## config.mk

```make
export PLATFORM = sky130hd
export DESIGN_NAME = riscv_imm_arbiter
export DESIGN_NICKNAME = d
export VERILOG_FILES = /design/src/rtl/riscv_imm_arbiter.sv
export SDC_FILE = /design/constraint.sdc
export NUM_CORES = 1
export LEC_CHECK = 0
export CORE_MARGIN = 10
export CORE_UTILIZATION = 39
export CTS_CLUSTER_SIZE = 20
export DETAILED_ROUTE_END_ITERATION = 8
export GPL_TIMING_DRIVEN = 0
export PLACE_DENSITY = 0.87
export SYNTH_ARGS = -nofsm -noshare
export SYNTH_HDL_FRONTEND = slang
export SYNTH_SLANG_ARGS = --single-unit
```

## constraint.sdc

```tcl
create_clock -name i_riscv_immarb_clk -period 2.24 [get_ports i_riscv_immarb_clk]
set_clock_uncertainty 0.05 [all_clocks]
set_input_delay 0.448 -clock i_riscv_immarb_clk [delete_from_list [all_inputs] [get_ports i_riscv_immarb_clk]]
set_output_delay 0.448 -clock i_riscv_immarb_clk [all_outputs]
set_load 0.1 [all_outputs]
```

## src/rtl/riscv_imm_arbiter.sv

```systemverilog
// Round-robin arbiter that shares one combinational immediate extender between
// two requesters, with a one-entry response buffer per requester.
module riscv_imm_arbiter #(
  parameter int XLEN = 64
) (
  input  logic            i_riscv_immarb_clk,
  input  logic            i_riscv_immarb_rst_n,
  input  logic            i_riscv_immarb_req0_valid,
  output logic            o_riscv_immarb_req0_ready,
  input  logic [24:0]     i_riscv_immarb_req0_inst,
  input  logic [2:0]      i_riscv_immarb_req0_immsrc,
  input  logic            i_riscv_immarb_req1_valid,
  output logic            o_riscv_immarb_req1_ready,
  input  logic [24:0]     i_riscv_immarb_req1_inst,
  input  logic [2:0]      i_riscv_immarb_req1_immsrc,
  output logic            o_riscv_immarb_rsp0_valid,
  input  logic            i_riscv_immarb_rsp0_ready,
  output logic [XLEN-1:0] o_riscv_immarb_rsp0_simm,
  output logic            o_riscv_immarb_rsp1_valid,
  input  logic            i_riscv_immarb_rsp1_ready,
  output logic [XLEN-1:0] o_riscv_immarb_rsp1_simm,
  output logic [2:0]      o_riscv_immarb_ext_immsrc,
  output logic [24:0]     o_riscv_immarb_ext_inst,
  input  logic [XLEN-1:0] i_riscv_immarb_ext_simm
);

  logic            r_last_grant;
  logic            r_rsp0_valid;
  logic            r_rsp1_valid;
  logic [XLEN-1:0] r_rsp0_simm;
  logic [XLEN-1:0] r_rsp1_simm;

  logic w_elig0;
  logic w_elig1;
  logic w_grant0;
  logic w_grant1;

  // Grants are suppressed while reset is asserted so no request is lost.
  assign w_elig0 = i_riscv_immarb_rst_n && i_riscv_immarb_req0_valid &&
                   (!r_rsp0_valid || i_riscv_immarb_rsp0_ready);
  assign w_elig1 = i_riscv_immarb_rst_n && i_riscv_immarb_req1_valid &&
                   (!r_rsp1_valid || i_riscv_immarb_rsp1_ready);

  always_comb begin
    w_grant0 = 1'b0;
    w_grant1 = 1'b0;
    if (w_elig0 && w_elig1) begin
      w_grant0 = r_last_grant;
      w_grant1 = !r_last_grant;
    end else begin
      w_grant0 = w_elig0;
      w_grant1 = w_elig1;
    end
  end

  always_comb begin
    o_riscv_immarb_ext_inst   = '0;
    o_riscv_immarb_ext_immsrc = '0;
    if (w_grant0) begin
      o_riscv_immarb_ext_inst   = i_riscv_immarb_req0_inst;
      o_riscv_immarb_ext_immsrc = i_riscv_immarb_req0_immsrc;
    end else if (w_grant1) begin
      o_riscv_immarb_ext_inst   = i_riscv_immarb_req1_inst;
      o_riscv_immarb_ext_immsrc = i_riscv_immarb_req1_immsrc;
    end
  end

  always_ff @(posedge i_riscv_immarb_clk) begin
    if (!i_riscv_immarb_rst_n) begin
      r_last_grant <= 1'b1;
      r_rsp0_valid <= 1'b0;
      r_rsp1_valid <= 1'b0;
      r_rsp0_simm  <= '0;
      r_rsp1_simm  <= '0;
    end else begin
      if (w_grant0) begin
        r_rsp0_valid <= 1'b1;
        r_rsp0_simm  <= i_riscv_immarb_ext_simm;
      end else if (i_riscv_immarb_rsp0_ready) begin
        r_rsp0_valid <= 1'b0;
      end
      if (w_grant1) begin
        r_rsp1_valid <= 1'b1;
        r_rsp1_simm  <= i_riscv_immarb_ext_simm;
      end else if (i_riscv_immarb_rsp1_ready) begin
        r_rsp1_valid <= 1'b0;
      end
      if (w_grant0) begin
        r_last_grant <= 1'b0;
      end else if (w_grant1) begin
        r_last_grant <= 1'b1;
      end
    end
  end

  assign o_riscv_immarb_req0_ready = w_grant0;
  assign o_riscv_immarb_req1_ready = w_grant1;
  assign o_riscv_immarb_rsp0_valid = r_rsp0_valid;
  assign o_riscv_immarb_rsp1_valid = r_rsp1_valid;
  assign o_riscv_immarb_rsp0_simm  = r_rsp0_simm;
  assign o_riscv_immarb_rsp1_simm  = r_rsp1_simm;

endmodule

```

# After elaboration in Yosys (flattened, before gate mapping)
# Cells that the tools add are included.
[totals] latchBits=0 mem_bits_rw=0 word_cells=30 ff_bits=131 out_inout_bits=160 input_bits=126 mem_bits_ro=0 n_memories=0
[classes] n_eq_ne=0 mul=0 n_div=0 n_reduce_logical=13 n_addsub=0 shifts=0 n_mux=12 n_lt_le_gt_ge=0 bitwise=0
[op_table] cell="25-bit 2-to-1 mux" count=2
[op_table] cell="1-bit 2-to-1 mux" count=8
[op_table] cell="3-bit 2-to-1 mux" count=2
[op_table] cell="2-bit nonzero test" count=3
[op_table] cell="1-bit logical AND" count=5
[op_table] cell="1-bit zero test" count=3
[op_table] cell="1-bit logical OR" count=2

# Longest topological paths before layout
[depth] depth_word=7 mapped_depth=6

# Worst setup path after synthesis
# Ideal clock, no wire load.
[synth_timing] kind="flip-flop to output port" start="register r_rsp0_valid, in the netlist o_riscv_immarb_rsp0_valid" end="output o_riscv_immarb_ext_immsrc[0]" stages_incl_launch_ff=6 arrival_ns=3.449 t_required_ns=1.742 slack_ns=-1.707 n_path_buf=1 path_cell_list="dfxtp_1 > nor2b_1 > o2111ai_1 > inv_1 > clkbuf_1 > a22o_1"
[synth_via] elab_chain_len=7 elab_cells_between_ends=8 cone_classes="mux (4); reduce/logical (4)"
[synth_rtl] element="start, declared" line="28" source="logic r_rsp0_valid;"
[synth_rtl] element="start signal, assigned" line="71" source="r_rsp0_valid <= 1'b0;"
[synth_rtl] element="start signal, assigned" line="77" source="r_rsp0_valid <= 1'b1;"
[synth_rtl] element="start signal, assigned" line="80" source="r_rsp0_valid <= 1'b0;"
[synth_rtl] element="1-bit zero test" line="40" source="(!r_rsp0_valid || i_riscv_immarb_rsp0_ready);"
[synth_rtl] element="1-bit logical OR" line="40"
[synth_rtl] element="1-bit logical AND" line="39" source="assign w_elig0 = i_riscv_immarb_rst_n && i_riscv_immarb_req0_valid &&"
[synth_rtl] element="1-bit logical AND" line="47" source="if (w_elig0 && w_elig1) begin"
[synth_rtl] element="1-bit 2-to-1 mux" line="47"
[synth_rtl] element="named net o_riscv_immarb_req1_ready" line="13" source="output logic o_riscv_immarb_req1_ready,"
[synth_rtl] element="3-bit 2-to-1 mux" line="62" source="end else if (w_grant1) begin"
[synth_rtl] element="3-bit 2-to-1 mux" line="59" source="if (w_grant0) begin"
[synth_rtl] element="end, declared" line="22" source="output logic [2:0] o_riscv_immarb_ext_immsrc,"
# The timed path passes the listed nets, and every way through them passes these cells.

# Worst setup path after layout
[layout_timing] start="register r_rsp0_valid, in the netlist o_riscv_immarb_rsp0_valid" end="output o_riscv_immarb_ext_inst[24]"
[layout_via] elab_chain_len=7 elab_cells_between_ends=8 cone_classes="mux (4); reduce/logical (4)"
[layout_rtl] element="1-bit zero test *" line="40"
[layout_rtl] element="1-bit logical OR *" line="40"
[layout_rtl] element="1-bit logical AND *" line="39"
[layout_rtl] element="1-bit logical AND" line="47"
[layout_rtl] element="1-bit 2-to-1 mux" line="47"
[layout_rtl] element="25-bit 2-to-1 mux" line="62"
[layout_rtl] element="25-bit 2-to-1 mux *" line="59"
[layout_rtl] element="end, declared" line="23" source="output logic [24:0] o_riscv_immarb_ext_inst,"
# Mark *: on every way between the ends. The rest lies on a longest branch, timed or not.

==> run_results.csv <==
group,metric,value,unit
clock_tree,cts_buffers,17,
worst_setup_path,cp_max_fo,5,
route,wl,21700,um
route,wl_per_cell,20.9,um
flow_run,cap_violations,0,
logic_synthesis,synthDominantCellAreaShare,50.5,%
logic_synthesis,synth_largest_area_cell,"dfxtp_1",
power_and_ir_drop,power_density,810,mW/mm^2
placement,pre_cts_ws,-1420,ps
die,num_io_pins,286,
placement,io_buffers,284,
route,vias,5076,
min_path,hold_class,"flip-flop to flip-flop",
logic_synthesis,synth_most_common_cell,"nand2_1",
placement,dp_hpwl,15000,um
sta,slew-limit-headroom,30.8,%
clock_tree,path_clk_slew,60,ps
sta,setup_viol_count_final,29,
logic_synthesis,synthCells,536,
grt,grt_overflow_total,0,
power_and_ir_drop,p_leak,5.00,nW
cells_and_area,drive_gt1_share,15.3,%
clock_tree,cts-hold-fix-buffers,0,
sta,fin_hold_ws,402,ps
grt,track_usage,22.8,%
die,die_area,0.0183,sq mm
cells_and_area,fin_nets,977,
logic_synthesis,ys_ff_latch,131,
cells_and_area,stdcell_area,0.00951,sq mm
logic_synthesis,synth_nets,662,
die,core_area,0.0131,sq mm
power_and_ir_drop,vdd_drop_max,540,uV
logic_synthesis,avgSynthCellArea,9.70,sq um
sta,finalHoldViolations,0,
worst_setup_path,arrival,1930,ps
die,die_x,135,um
logic_synthesis,synth.top_cells.by_area,"dfxtp_1 50%, mux2i_1 25%, nand2_1 14%",
logic_synthesis,seq_area_frac_synth,50.5,%
logic_synthesis,ys_types,19,
logic_synthesis,synth_area,0.00520,sq mm
grt,antenna_found_initial,1,
route,drt_iter0_drc,238,
sta,period_needed,2430,ps
sta,rsz0062_at_grt,"true",
route,via_per_inst,4.88,
grt,grt_pass1_vias,5439,
die,rows,42,
run_status,status,"finished with violations",
logic_synthesis,synth_commonest_cells,"195 x nand2_1, 131 x dfxtp_1, 128 x mux2i_1",
clock_tree,cts_buffer_depth,2,
sta,fin_crit_sh,108,%
placement,post_dp_cell_area,0.00847,sq mm
worst_setup_path,worstPathRequired,1740,ps
cells_and_area,instances_no_fill,1041,
cells_and_area,syn_to_final_growth,82.9,%
worst_setup_path,crit_type,"flip-flop to output pin",
sta,setup_slack,-186,ps
clock_tree,worstSkewPairLatency,400,ps
sta,tightest_slew,1040,ps
logic_synthesis,ys.flop_type,"dfxtp_1",
die,die_h,135,um
route,drc,0,
clock_tree,cts_tree,"done",
grt,grt_pass1_wl,32200,um
logic_synthesis,synth_edf_count,0,
worst_setup_path,critPathCaptureType,"output pin",
placement,place.gp.congestion,0.810,
logic_synthesis,async_flop_share,0,%
logic_synthesis,yosysWarnings,0,
die,initial_core_util,39.6,%
route,dr.pass1.iters,5,
worst_setup_path,crit_path_start_kind,"flip-flop",
sta,fmax,412,MHz
run_status,violations,"setup timing",
clock_tree,root_buffer,"clkbuf_16",
grt,grt_max_degree,17,
placement,dp_cells,996,
route,drt.antenna.violating_nets,0,
sta,slew_viol_final,0,
clock_tree,htreeDepth,4,
clock_tree,cts.sinks,131,
[worst paths after layout]
path	start	end	slack, ps	cells past startpoint
hold / removal	o_riscv_immarb_rsp1_simm[1]	o_riscv_immarb_rsp1_simm[1]	400	2
hold reg to reg	o_riscv_immarb_rsp1_simm[1]	o_riscv_immarb_rsp1_simm[1]	400	2
setup reg to reg	r_last_grant	o_riscv_immarb_rsp0_simm[41]	340	8
setup / recovery	o_riscv_immarb_rsp0_valid	o_riscv_immarb_ext_inst[24]	-190	7
[power breakdown]
group          total (mW)  switching, mW  leakage (nW)  internal [mW]
Clock                2.89           1.02         0.306           1.87
Sequential           2.51         0.0604          1.07           2.45
Combinational        2.29           1.59          3.62          0.696
Total                7.69           2.67          5.00           5.02
[routing by layer]
metal	track usage, %	vias up	part of all wire [%]
li1	-	2429	-
met1	23.3	2431	37
met2	41.4	193	53
met3	9.09	23	8.7
met4	7.48	0	1.9
met5	0	-	0
[kinds of logic (layout without fill, tap and decap cells)]
kind of cell	Yosys count	in the layout	synth area share, %
simple gates	198	198	14.4
flops	131	131	50.5
mux	128	128	24.7
buf+inv	45	373	4.84
compound gates	34	34	5.63
other cells	0	1	0
[critical path, stage by stage, from the launching register on]
cell and delay (ps):
dfxtp_4 340, nor2b_4 180, a311o_1 210, inv_2 90, buf_12 140, buf_8 130
a22o_4 260, buf_12 170
[sequential cells by signal, summed over array words and instances, names as in the netlist]
| name | cells |
|---|---|
| o_riscv_immarb_rsp0_simm | 64 |
| o_riscv_immarb_rsp0_valid | 1 |
| o_riscv_immarb_rsp1_simm | 64 |
| o_riscv_immarb_rsp1_valid | 1 |
| r_last_grant | 1 |
[cells in the final DEF (no fill, tap or decap), drive strengths merged, types with 2 or more instances in the layout]
| cell | instances |
|---|---|
| inv | 4 |
| clkbuf | 42 |
| buf | 63 |
| mux2i | 128 |
| clkdlybuf4s50 | 120 |
| nand2 | 195 |
| bufinv | 3 |
| clkinvlp | 2 |
| dfxtp | 131 |
| clkinv | 5 |
| a22o | 28 |
| dlygate4sd2 | 134 |
[stage by stage]
stage	power, mW	TNS, ps	utilization [%]
floorplan	4.09	-742	-
finish	7.69	-4750	72.4
CTS	7.72	-3380	72.1
global placement	4.72	-38770	64.4
global route	7.93	-6540	72.4
detailed placement	4.74	-38910	64.4
[timing repair]
action | 4_1_cts | 5_1_grt
setup buffers | 6 | 3
endpoints found under the setup margin | 160 | 30
resized for setup | 434 | 3
pin swaps | 22 | 0
cloned | 3 | 0
[final cells by class]
| cell class | instances | area [sq um] |
|---|---|---|
| Buffer | 42 | 300 |
| Clock buffer | 21 | 480 |
| Tap cell | 176 | 220 |
| Inverter | 3 | 11.3 |
| Clock inverter | 11 | 150 |
| Antenna cell | 1 | 2.50 |
| Multi-Input combinational cell | 360 | 2590 |
| Timing Repair Buffer | 296 | 3120 |
| Fill cell | 966 | 3630 |
| Sequential cell | 131 | 2630 |
Note: power is estimated with default switching activity, not from simulation.
